### config.mk
export PLATFORM = sky130hd
export DESIGN_NAME = vending_machine_param
export DESIGN_NICKNAME = d
export VERILOG_FILES = /design/src/rtl/vending_machine_param.sv
export SDC_FILE = /design/constraint.sdc
export NUM_CORES = 1
export LEC_CHECK = 0
export ABC_CLOCK_PERIOD_IN_PS = 12900
export BUFFER_PORTS_ARGS = -buffer_cell sky130_fd_sc_hd__buf_2
export CELL_PAD_IN_SITES_DETAIL_PLACEMENT = 1
export CELL_PAD_IN_SITES_GLOBAL_PLACEMENT = 1
export CORE_MARGIN = 2
export CORE_UTILIZATION = 45
export DETAILED_ROUTE_END_ITERATION = 16
export HOLD_SLACK_MARGIN = 0.02
export PLACE_DENSITY = 0.94
export SYNTH_ARGS = -nofsm -noshare
export SYNTH_HDL_FRONTEND = slang
export SYNTH_SLANG_ARGS = --single-unit
### constraint.sdc
create_clock -name clk -period 12.9 [get_ports clk]
set_input_delay 3.225 -clock clk [delete_from_list [all_inputs] [get_ports clk]]
set_output_delay 3.225 -clock clk [all_outputs]
set_load 0.01 [all_outputs]
### src/rtl/vending_machine_param.sv
// Parametrised coin-credit vending controller with stock tracking, restock and a ship/ship_ack handshake.
// Optional inactivity auto-refund is enabled by defining VM_TIMEOUT_EN.
module vending_machine_param #(
  parameter int PRICE       = 7,
  parameter int CREDIT_W    = 8,
  parameter int STOCK_W     = 6,
  parameter int INIT_STOCK  = 10,
  parameter int TIMEOUT_CYC = 1000
) (
  input  logic                clk,
  input  logic                rst,
  input  logic                coin_valid,
  input  logic [1:0]          coin_type,
  input  logic                cancel,
  input  logic                ship_ack,
  input  logic                restock,
  input  logic [STOCK_W-1:0]  restock_qty,
  output logic                ship,
  output logic                change_valid,
  output logic [CREDIT_W-1:0] change,
  output logic                refund_valid,
  output logic [CREDIT_W-1:0] refund,
  output logic [CREDIT_W-1:0] credit,
  output logic [STOCK_W-1:0]  stock,
  output logic                sold_out
);

  typedef enum logic [1:0] {IDLE, COLLECT, VEND} state_t;

  localparam logic [CREDIT_W:0] PRICE_EXT = (CREDIT_W+1)'(PRICE);

  state_t              state, state_d;
  logic [CREDIT_W-1:0] coin_units;
  logic [CREDIT_W:0]   sum;
  logic [CREDIT_W-1:0] refund_amt;
  logic [CREDIT_W-1:0] credit_d, change_d, refund_d;
  logic                ship_d, change_valid_d, refund_valid_d;
  logic                sale;
  logic [STOCK_W:0]    stock_sum;
  logic [STOCK_W-1:0]  stock_d;
  logic                timeout;

  always_comb begin
    case (coin_type)
      2'b00:   coin_units = CREDIT_W'(1);
      2'b01:   coin_units = CREDIT_W'(2);
      2'b10:   coin_units = CREDIT_W'(4);
      default: coin_units = CREDIT_W'(10);
    endcase
  end

  assign sum        = {1'b0, credit} + {1'b0, coin_units};
  assign refund_amt = credit + (coin_valid ? coin_units : '0);

`ifdef VM_TIMEOUT_EN
  localparam int TW = $clog2(TIMEOUT_CYC + 1);
  logic [TW-1:0] idle_cnt;

  // A coin arriving in the expiry cycle takes precedence over the auto-refund.
  assign timeout = (state == COLLECT) && !coin_valid && (idle_cnt == TW'(TIMEOUT_CYC - 1));

  always_ff @(posedge clk) begin
    if (rst)
      idle_cnt <= '0;
    else if (coin_valid || (state != COLLECT) || timeout)
      idle_cnt <= '0;
    else
      idle_cnt <= idle_cnt + 1'b1;
  end
`else
  // No inactivity timer in this build; credit is held indefinitely.
  assign timeout = 1'b0 & (TIMEOUT_CYC == 0);
`endif

  always_comb begin
    state_d        = state;
    credit_d       = credit;
    ship_d         = ship;
    change_d       = change;
    change_valid_d = 1'b0;
    refund_d       = refund;
    refund_valid_d = 1'b0;
    sale           = 1'b0;
    case (state)
      VEND: begin
        if (coin_valid) begin
          refund_d       = coin_units;
          refund_valid_d = 1'b1;
        end
        if (ship_ack) begin
          ship_d  = 1'b0;
          state_d = IDLE;
        end
      end
      default: begin
        if (cancel || timeout) begin
          if (refund_amt != '0) begin
            refund_d       = refund_amt;
            refund_valid_d = 1'b1;
          end
          credit_d = '0;
          state_d  = IDLE;
        end else if (coin_valid) begin
          if (stock == '0) begin
            refund_d       = coin_units;
            refund_valid_d = 1'b1;
          end else if (sum < PRICE_EXT) begin
            credit_d = sum[CREDIT_W-1:0];
            state_d  = COLLECT;
          end else begin
            ship_d         = 1'b1;
            change_d       = CREDIT_W'(sum - PRICE_EXT);
            change_valid_d = 1'b1;
            credit_d       = '0;
            sale           = 1'b1;
            state_d        = VEND;
          end
        end
      end
    endcase
  end

  // Restock and a same-cycle sale both apply; result saturates at the counter maximum.
  assign stock_sum = {1'b0, stock} - {{STOCK_W{1'b0}}, sale}
                   + (restock ? {1'b0, restock_qty} : '0);
  assign stock_d   = stock_sum[STOCK_W] ? '1 : stock_sum[STOCK_W-1:0];

  always_ff @(posedge clk) begin
    if (rst) begin
      state        <= IDLE;
      credit       <= '0;
      stock        <= STOCK_W'(INIT_STOCK);
      ship         <= 1'b0;
      change_valid <= 1'b0;
      change       <= '0;
      refund_valid <= 1'b0;
      refund       <= '0;
      sold_out     <= (INIT_STOCK == 0);
    end else begin
      state        <= state_d;
      credit       <= credit_d;
      stock        <= stock_d;
      ship         <= ship_d;
      change_valid <= change_valid_d;
      change       <= change_d;
      refund_valid <= refund_valid_d;
      refund       <= refund_d;
      sold_out     <= (stock_d == '0);
    end
  end

endmodule
Yosys cells after proc, flatten, opt, wreduce, memory -nomap -nowiden. Cells that the tools add are included.

Bits in registers: 36. Bits in latches: 0. Memory bits (writable): 0. Memory bits (read-only): 0. Bits of input ports: 14. Output and inout port bits: 34. Logic and storage cells: 80. Memories: 0.

Add/sub/neg operators: 5. Multipliers: 0. Div/mod/pow operators: 0. Magnitude comparators: 1. Equal/unequal tests: 11. Shifts and indexed selects: 0. Multiplexer cells: 37. Bitwise gates (word level): 4. Reduce and logical (&&, ||, !) cells: 13.

Operator list (number): $mux W8 (11); $mux W1 (17); $logic_not A6 Y1 (2); $mux W2 (6); $mux W6 (2); $pmux W4 S3 (1); $reduce_and A5 Y1 (2); $add A8 B4 Y9 (1); $lt A9 B3 Y1 const B (1); $add A8 B8 Y8 (1); $reduce_bool A8 Y1 (1); $sub A8 B3 Y8 const B (1); $add A7 B6 Y7 (1); $sub A6 B1 Y7 (1); $ne A2 B1 Y1 const B (3); $ne A2 B2 Y1 const B (3); $reduce_and A3 Y1 (2); $reduce_bool A3 Y1 (2); $eq A2 B2 Y1 const B (2); $not A1 Y1 (4); $reduce_and A4 Y1 (1); $reduce_bool A2 Y1 (2); $ne A3 B1 Y1 const B (1); $ne A3 B2 Y1 const B (1); 2 further kinds (2).

Logic depth before layout (Yosys ltp). Gate-level depths: netlist (run 1).

Depth after elaboration: 13. Gate-level depth with buffers: 21. Depth with buffers taken out: 20.

Least setup slack after synthesis (run 1). No wires, ideal clock.

Kind: input to register. Start: input coin_type[0]. End: register sold_out. Library setup time: 0.078 ns. Arrival: 7.300 ns. Setup slack: 5.522 ns. Cell stages on the path: 21. Path buffers: 1. Cell sequence: nor2_1 -> ha_1 -> inv_1 -> fa_1 -> nand2b_1 -> a211oi_1 -> o21ai_1 -> a2bb2oi_2 -> a21oi_4 -> buf_8 -> ha_1 -> inv_1 -> ha_1 -> fa_1 -> a21o_1 -> a21oi_1 -> o21bai_1 -> a21oi_2 -> xnor2_1 -> or3_1 -> nor3_1.

Cells in the longest elaborated chain, start to end: 13. Elaborated cells on any way between the ends: 15.

Ends and longest elaborated chain: start, declared (RTL line 13) `input logic [1:0] coin_type,`; $eq A2 B2 Y1, or another cell as far along (RTL line 44) `case (coin_type)`; $pmux W4 S3 (*) (RTL line 44); $add A8 B4 Y9 (*) (RTL line 52) `assign sum = {1'b0, credit} + {1'b0, coin_units};`; $lt A9 B3 Y1 (*) (RTL line 107) `end else if (sum < PRICE_EXT) begin`; $mux W1 (*) (RTL line 107); $mux W1 (*) (RTL line 104) `if (stock == '0) begin`; $mux W1 (*) (RTL line 103) `end else if (coin_valid) begin`; $mux W1 (*) (RTL line 96) `if (cancel || timeout) begin`; $mux W1 (*) (RTL line 84) `case (state)`; $sub A6 B1 Y7 (*) (RTL line 124) `assign stock_sum = {1'b0, stock} - {{STOCK_W{1'b0}}, sale}`; $add A7 B6 Y7 (*) (RTL line 125) `+ (restock ? {1'b0, restock_qty} : '0);`; $mux W6 (*) (RTL line 126) `assign stock_d = stock_sum[STOCK_W] ? '1 : stock_sum[STOCK_W-1:0];`; $logic_not A6 Y1 (*) (RTL line 148) `sold_out <= (stock_d == '0);`; end signal, assigned (RTL line 138) `sold_out <= (INIT_STOCK == 0);`; end signal, assigned (RTL line 148); end, declared (RTL line 25) `output logic sold_out`.

Mark *: on every way between the ends. The rest lies on a longest branch, timed or not. A chain may end at the register's enable or synchronous reset.

Worst setup path in the final report (run 1). Same ends and word-level chain as after synthesis.

==> reports/metrics.yaml, run 1 <==
status: "finished clean"
syn2layout_area_growth_pct: 14.7
grt_pass1_wl_um: 11400
dp_cells: 399
final_net_count: 372
synthFlopType: "dfxtp_1"
setup.worst_path.start_class: "input port"
via_count: 2247
crit_chain: "buf_2 -> nor2_1 -> ha_1 -> inv_1 -> fa_1 -> xor2_2 -> nor3_1 -> a211oi_2 -> a21oi_4 -> ha_1 -> inv_1 -> ha_1 -> fa_1 -> a21o_1 -> a21oi_1 -> o21bai_1 -> a21oi_2 -> xnor2_1 -> or3_1 -> nor3_1"
cpPeakStageDelay_ns: 0.56
cts_tree: "built"
grt_pass1_vias: 2364
drive_gt1_share_pct: 23.3
hpwl_um: 5190
grtUsageTotal_pct: 23.8
final_cells: 407
synthTopCellsByArea: "dfxtp_1 29%, ha_1 11%, inv_1 4.7%"
fmax_ghz: 0.126
worstMarginPinSlew_ns: 0.682
synth_top_area_share_pct: 28.8
drt_first_pass_iters: 4
ios: 48
avgSynthCellArea_um2: 8.66
slew_viol_final: 0
ctsHoldBuffers: 0
root_buffer: "clkbuf_8"
setup_viol: 0
cts_buffer_depth: 2
ant_nets: 0
antenna_found_initial: 0
syn_area_um2: 2500
yosysSeqAreaShare_pct: 28.8
fin_util_pct: 52.8
synth_fp_nets: 327
die_x_um: 78.6
synthCells: 289
ys_ff_latch: 36
grt_max_degree: 31
yosys.area.top_type: "dfxtp_1"
p_per_area_nw_per_um2: 140
synth.distinct_cells: 61
r2r.worst_path.cells: 18
tns_ns: 0
fp.dieH_um: 78.6
die_area_um2: 6170
drcViolationCount: 0
rows: 27
synth_most_common_cell: "dfxtp_1"
drv_cap: 0
port_buffers: 47
hold_violations: 0
postCtsSetupBuffers: 0
clkTransAtPathRegs_ns: 0.08
fill_cells: 678
required_ns: 13.12
finalPower_w: 0.000402
viasPerCell: 5.52
min_path_cells: 2
critPathArrivalTime_ns: 8.15
holdCritPathClass: "reg2reg"
grt_overflow_total: 0
finalClockSkew_ns: 0.00699
start_util_pct: 46.0
critPathMostFrequentCell: "ha_1"
rsz0062_at_grt: "false"
cp-end-kind: "flop"
crit_type: "in2reg"
cts-resized-gates: 0
gp_congestion: 0.899
finalCriticalPeriod_ns: 7.93
cp_max_fo: 14
finalWirelength_um: 6930
vdd_ir_drop_max_mv: 0.0951
cts_sinks: 36
core_um2: 5440
cts_made_buffers: 5
power_leakage_nw: 1.34
relSlewSlack_pct: 54.2
synth_common_cells: "36 x dfxtp_1, 31 x inv_1, 26 x nor2_1, 21 x ha_1, 19 x nand2_1"
htreeDepth: 2
drtIter0Drc: 114
diodes: 0
period_share_pct: 61.5
yosysWarningCount: 0
slowest_stage: "nor3_1"
synth-edff-count: 0
clkLatencyLatePin_ns: 0.29
async_reset_ff_share_pct: 0
avgRoutedWirePerCell_um: 17.0
[per-layer routing]
metal	vias to the layer above	GRT usage (%)	part of all wire, %
met5	-	0	0
met4	0	9.12	2.2
met1	1074	26.0	40
li1	1084	-	-
met2	70	44.4	53
met3	19	5.06	4.8
[logic make-up after synthesis]
| family | Yosys count | synth area share [%] |
|---|---|---|
| compound gates | 63 | 20.0 |
| xor+xnor | 20 | 7.30 |
| fa+ha+maj | 24 | 12.9 |
| buf+inv | 40 | 7.40 |
| flops | 36 | 28.8 |
| mux | 7 | 2.80 |
| simple gates | 99 | 20.7 |
[area by class of cell]
type                       count  area (µm²)  share of cell area (%)
tap                           72        90.1                    3.14
clock buffer                   5        68.8                    2.40
inverter                      31         116                    4.05
multi-input combinational    213        1600                    55.6
sequential                    36         721                    25.1
clock inverter                 3        42.5                    1.48
timing repair buffer          47         235                    8.20
[path summary, 6_finish.rpt]
path                                   start         to  slack, ns
worst max-delay path            coin_type[0]   sold_out       4.97
worst min register to register     refund[5]  refund[5]       0.49
worst max register to register     credit[0]   sold_out       7.84
worst min-delay path               refund[5]  refund[5]       0.49
[sequential cells by signal (all words and copies together) (netlist names)]
signal / count
sold_out: 1
change: 8
ship: 1
change_valid: 1
refund: 8
stock: 6
credit: 8
refund_valid: 1
state: 2
[through the flow]
step                      hold slack (ns)  setup WS, ns  area [µm²]
after floorplan                     0.436          5.52        2500
after global placement              0.449          5.16        2760
after detailed placement            0.472          4.78        2760
after CTS                           0.486          5.00        2870
after global routing                0.501          4.69        2870
final                               0.492          4.97        2870
[critical path, delay by kind of cell]
kind	cells	cell delay [ns]
AO/OA/AOI/OAI	6	1.49
adder cells (fa/ha/maj)	5	1.48
AND/OR/NAND/NOR	4	1.29
XOR/XNOR	2	0.39
buffers and inverters	3	0.24
[layout by cell type, fill, tap and decap left out, types with 7 or more instances in the layout]
cell and n:
xor2_1 7, nor3_1 8, and2_1 9, mux2i_1 7
a211oi_1 9, a21oi_1 16, nor2_1 26, nand2_1 19
inv_1 31, ha_1 21, xnor2_1 12, dfxtp_1 36
buf_2 47
[where the power goes]
part	switching [W]	leakage, nW	internal [W]
combinational	0.0000982	0.995	0.0000702
sequential	0.00000881	0.294	0.000124
clock	0.0000441	0.0541	0.0000572
No activity file was read; power rests on OpenSTA's default activity.
==> run 2, diff against run 1 <==
ABC_AREA = 1   (was not set)
ABC_CLOCK_PERIOD_IN_PS = 6700   (was 12900)
CORE_UTILIZATION = 36   (was 45)
PLACE_DENSITY = 0.85   (was 0.94)
clock period = 6.7 ns   (was 12.9 ns; I/O delays follow)
==> reports/metrics.yaml, run 2 <==
drtIter0Drc: 65  # -43%
core_um2: 7330  # +35%
diodes: 0  # unchanged
synth_top_area_share_pct: 26.3  # -2.5 points
async_reset_ff_share_pct: 0  # unchanged
hpwl_um: 6520  # +26%
vdd_ir_drop_max_mv: 0.177  # +86%
final_common_cell: "nand2_1"
required_ns: 6.93  # -6.19 ns
antenna_found_initial: 0  # unchanged
cpPeakStageDelay_ns: 0.41  # -0.15 ns
finalWirelength_um: 8000  # +16%
die_x_um: 91.3  # +16%
clkTransAtPathRegs_ns: 0.08  # about the same
r2r.worst_path.cells: 26  # +8
hold_end: "ship"
drive_gt1_share_pct: 17.6  # -5.7 points
ys_ff_latch: 36  # unchanged
power_leakage_nw: 1.71  # +27%
cts_made_buffers: 5  # unchanged
grt_overflow_total: 0  # unchanged
grt_pass1_vias: 2936  # +24%
cts_buffer_depth: 2  # unchanged
holdCritPathClass: "reg2reg"
synth_fp_nets: 452  # +38%
hold_start: "ship"
p_per_area_nw_per_um2: 256  # +82%
synth-edff-count: 0  # unchanged
via_count: 2720  # +21%
htreeDepth: 2  # unchanged
slew_viol_final: 0  # unchanged
whs_ns: 0.465  # -0.0270 ns
cp-end-kind: "flop"
avgSynthCellArea_um2: 6.63  # -23%
period_share_pct: 84.7
worstMarginPinSlew_ns: 0.747  # +0.0647 ns
grt_max_degree: 22  # -29%
synth.distinct_cells: 34  # -44%
postCtsSetupBuffers: 0  # unchanged
mostFrequentLayoutCells: "103 x nand2_1, 69 x inv_1, 51 x nor2_1, 47 x buf_2, 42 x nand3_1"
finalCriticalPeriod_ns: 5.67
reg_top3: "change (8), credit (8), refund (8)"
cts-resized-gates: 0  # unchanged
min_path_cells: 2  # unchanged
rows: 31  # +15%
synthTopCellsByArea: "dfxtp_1 26%, nand2_1 14%, ha_1 9.6%"
gp_congestion: 0.909  # +1.1%
avgRoutedWirePerCell_um: 14.3  # -16%
start_util_pct: 37.4  # -8.6 points
root_buffer: "clkbuf_8"
cts_sinks: 36  # unchanged
hold_violations: 0  # unchanged
ctsHoldBuffers: 0  # unchanged
setup.worst_path.start_class: "input port"
dp_cells: 552  # +38%
cts_tree: "built"
yosysWarningCount: 0  # unchanged
rsz0062_at_grt: "false"
critPathMostFrequentCell: "inv_1"
fmax_ghz: 0.176
reg2reg_slack_ns: 2.24  # -5.60 ns
slowest_stage: "fa_1"
yosysSeqAreaShare_pct: 26.3  # -2.5 points
setup_viol: 0  # unchanged
grt_pass1_wl_um: 13600  # +20%
critPathArrivalTime_ns: 5.91  # -2.24 ns
rr_endpoint: "stock[4]"
status: "finished clean"
finalClockSkew_ns: 0.00370  # -0.00329 ns
tns_ns: 0  # unchanged
die_area_um2: 8340  # +35%
drcViolationCount: 0  # unchanged
ant_nets: 0  # unchanged
final_net_count: 498  # +34%
ios: 48  # unchanged
clkLatencyLatePin_ns: 0.29  # about the same
fp.dieH_um: 91.3  # +16%
final_cells: 560  # +38%
port_buffers: 47  # unchanged
synthFlopType: "dfxtp_1"
syn_area_um2: 2750  # +9.7%
crit_type: "in2reg"
syn2layout_area_growth_pct: 15.1
drv_cap: 0  # unchanged
drt_first_pass_iters: 4  # unchanged
yosys.area.top_type: "dfxtp_1"
fill_cells: 992  # +46%
cp_max_fo: 16  # +2
synthCells: 414  # +43%
grtUsageTotal_pct: 19.9  # -3.9 points
reg2reg_from: "credit[0]"
relSlewSlack_pct: 50.1  # -4.0 points
viasPerCell: 4.86  # -12%
synth_most_common_cell: "nand2_1"
synth_common_cells: "103 x nand2_1, 69 x inv_1, 51 x nor2_1, 42 x nand3_1, 36 x dfxtp_1"
[run 2: changes by cell type in the layout (fill, tap and decap cells not counted), moves of 8 or more]
cell / previous run / this run
inv_1: 31 / 69
xnor2_1: 12 / 3
nor2_1: 26 / 51
nand2_1: 19 / 103
a211oi_1: 9 / 0
nand3_1: 5 / 42
and2_1: 9 / 1
nand4_1: 1 / 10
[run 2: per-stage QoR]
stage	setup WS [ns]	utilization [%]	area, µm²	total power, W
after global routing	0.707	43.1	3160	0.000875
after floorplan	1.30	-	2750	0.000510
after CTS	1.08	43.1	3160	0.000814
after detailed placement	0.862	41.6	3050	0.000610
after global placement	1.16	41.6	3050	0.000593
final	1.03	43.1	3160	0.000807
[run 2: worst max-delay path, delay by kind of cell]
family                   cells  cell delay, ns
AND/OR/NAND/NOR             14            1.46
AO/OA/AOI/OAI                2            0.29
buffers and inverters        6            0.59
XOR/XNOR                     1            0.37
adder cells (fa/ha/maj)      5            1.50
[run 2: worst max-delay path by stage]
stage / start / endpoint / slack (ns) / cells past startpoint
global route: coin_type[0] / stock[4] / 0.71 / 28
detailed placement: coin_type[0] / stock[4] / 0.86 / 28
global placement: coin_type[0] / stock[4] / 1.16 / 28
CTS: coin_type[0] / stock[4] / 1.08 / 28
finish: coin_type[0] / stock[4] / 1.03 / 28
floorplan: coin_type[0] / sold_out / 1.30 / 28
[run 2: where the power goes]
part           switching (W)  internal [W]
logic               0.000225      0.000133
clock network      0.0000831      0.000110
registers          0.0000167      0.000239
[run 2: cells by family after synthesis]
family,Yosys count,share of synthesized area [%]
compound gates,29,5.97
flops,36,26.3
buf+inv,77,11.5
simple gates,238,41.3
fa+ha+maj,24,11.8
xor+xnor,10,3.19
[run 2: final cells by class]
type	count	area (µm²)	area share [%]
repair buffers	47	235	7.45
clock inverters	3	42.5	1.35
well taps	99	124	3.92
flip-flops and latches	36	721	22.8
multi-input cells	301	1710	54.1
inverters	69	259	8.20
clock buffers	5	68.8	2.18
[run 2: routing by layer]
metal	routed length, µm	up-vias	track usage [%]
met2	4000	44	36.1
li1	-	1385	-
met3	215	13	3.07
met4	131	0	5.43
met1	3650	1278	24.3
met5	0	-	0
==> run 3, diff against run 2 <==
ABC_AREA = 0   (was 1)
ABC_CLOCK_PERIOD_IN_PS = 4800   (was 6700)
CORE_UTILIZATION = 37   (was 36)
PLACE_DENSITY = 0.83   (was 0.85)
clock period = 4.8 ns   (was 6.7 ns; I/O delays follow)
==> reports/metrics.yaml, run 3 (same netlist as run 1, synthesis figures left out) <==
root_buffer: "clkbuf_8"
fmax_ghz: 0.212
cts_buffer_depth: 2  # unchanged
power_leakage_nw: 1.52  # -11%
critPathArrivalTime_ns: 4.94  # -0.97 ns
slowest_stage: "fa_2"
vdd_ir_drop_max_mv: 0.300  # +70%
setup.worst_path.start_class: "input port"
reg_top3: "change (8), credit (8), refund (8)"
clkLatencyLatePin_ns: 0.30  # about the same
rr_endpoint: "sold_out"
ant_nets: 0  # unchanged
grtUsageTotal_pct: 21.0  # +1.1 points
cp-endpoint: "sold_out"
reg2reg_slack_ns: 0.74  # -1.50 ns
cts_made_buffers: 5  # unchanged
die_x_um: 86.2  # -5.6%
drcViolationCount: 0  # unchanged
dp_cells: 431  # -22%
cp-end-kind: "flop"
antenna_found_initial: 0  # unchanged
critPathMostFrequentCell: "ha_4"
whs_ns: 0.468  # +0.00397 ns
final_cells: 443  # -21%
grt_pass1_vias: 2559  # -13%
fp.dieH_um: 86.2  # -5.6%
drive_gt1_share_pct: 36.9  # +19 points
cp_max_fo: 4  # -12
fin_util_pct: 51.1  # +8.0 points
hold_violations: 0  # unchanged
drv_cap: 0  # unchanged
cpPeakStageDelay_ns: 0.39  # -0.02 ns
clkTransAtPathRegs_ns: 0.08  # about the same
reg2reg_from: "credit[1]"
slew_viol_final: 0  # unchanged
rsz0062_at_grt: "true"
grt_overflow_total: 0  # unchanged
avgRoutedWirePerCell_um: 16.7  # +17%
final_net_count: 403  # -19%
dp_slack_ns: -0.321  # -1.18 ns
grt_max_degree: 31  # +41%
crit_type: "in2reg"
drtIter0Drc: 89  # +37%
relSlewSlack_pct: 52.3  # +2.1 points
mostFrequentLayoutCells: "45 x buf_2, 36 x dfxtp_1, 31 x buf_4, 29 x inv_1, 22 x nor2_1"
htreeDepth: 2  # unchanged
finalClockSkew_ns: 0.00886  # +0.00516 ns
via_count: 2358  # -13%
viasPerCell: 5.32  # +9.6%
status: "finished clean"
holdCritPathClass: "reg2reg"
setup_viol: 0  # unchanged
rows: 29  # -6.5%
gp_congestion: 0.846  # -6.9%
cts_tree: "built"
cts_sinks: 36  # unchanged
crit_chain: "buf_8 -> nor2_4 -> ha_4 -> inv_2 -> fa_2 -> nand2b_4 -> a211oi_4 -> o21ai_2 -> a2bb2oi_2 -> a21oi_4 -> ha_4 -> inv_2 -> ha_4 -> fa_2 -> a21o_1 -> a21oi_2 -> o21bai_1 -> a21oi_2 -> xnor2_2 -> or3_4 -> nor3_2"
finalWirelength_um: 7390  # -7.6%
p_per_area_nw_per_um2: 359  # +41%
crit_start: "coin_type[1]"
required_ns: 5.03  # -1.90 ns
drt_first_pass_iters: 4  # unchanged
start_util_pct: 38.7  # +1.3 points
r2r.worst_path.cells: 18  # -31%
period_share_pct: 98.2
finalPower_w: 0.00119  # +47%
ios: 48  # unchanged
setup_ws_ns: 0.0863  # -0.942 ns
finalCriticalPeriod_ns: 4.71
worstMarginPinSlew_ns: 0.713  # -0.0338 ns
grt_pass1_wl_um: 12300  # -9.9%
diodes: 0  # unchanged
syn2layout_area_growth_pct: 31.8
core_um2: 6460  # -12%
hpwl_um: 5390  # -17%
ctsHoldBuffers: 0  # unchanged
final_common_cell: "buf_2"
die_area_um2: 7440  # -11%
port_buffers: 47  # unchanged
run 3: how the worst min path moves through the flow:
stage	to	depth (start not counted)	slack, ns	start
finish	state[0]	2	0.47	state[0]
global route	state[0]	2	0.51	state[0]
CTS	state[0]	2	0.47	state[0]
detailed placement	state[0]	2	0.46	state[0]
global placement	state[0]	2	0.45	state[0]
floorplan	state[0]	2	0.44	state[0]
run 3: power breakdown:
part | total, W | switching, W | internal [W]
Clock | 0.000275 | 0.000121 | 0.000154
Sequential | 0.000360 | 0.0000273 | 0.000333
Combinational | 0.000551 | 0.000295 | 0.000256
Total | 0.00119 | 0.000443 | 0.000742
run 3: worst max-delay path: cells and delay by family:
kind / cells / cell delay, ns
compound gates: 8 / 1.33
fa+ha+maj: 5 / 1.32
simple gates: 4 / 0.80
buf+inv: 3 / 0.18
xor+xnor: 1 / 0.11
run 3: final cells by class:
| type | count | area, µm² |
|---|---|---|
| well taps | 77 | 96.3 |
| flip-flops and latches | 36 | 721 |
| clock inverters | 3 | 42.5 |
| clock buffers | 5 | 68.8 |
| fillers | 789 | 3160 |
| inverters | 31 | 116 |
| repair buffers | 78 | 484 |
| multi-input cells | 213 | 1770 |
run 3: metal layers:
| metal | GRT usage [%] | part of all wire (%) |
|---|---|---|
| met5 | 0 | 0 |
| met4 | 6.53 | 1.7 |
| met3 | 3.33 | 3.8 |
| met2 | 40.8 | 54 |
| met1 | 23.1 | 41 |
run 3: per-stage QoR:
step | setup TNS, ns | area (µm²)
3_5_place_dp | -1.44 | 3080
5_1_grt | -0.118 | 3300
6_report | 0 | 3300
2_1_floorplan | -0.332 | 2620
4_1_cts | 0 | 3220
3_3_place_gp | -0.576 | 3080
run 3: repair_timing:
action                     4_1_cts  5_1_grt
pin swaps                        0        6
setup endpoints to repair        3        7
buffers inserted                 0        4
resized for setup                5       14
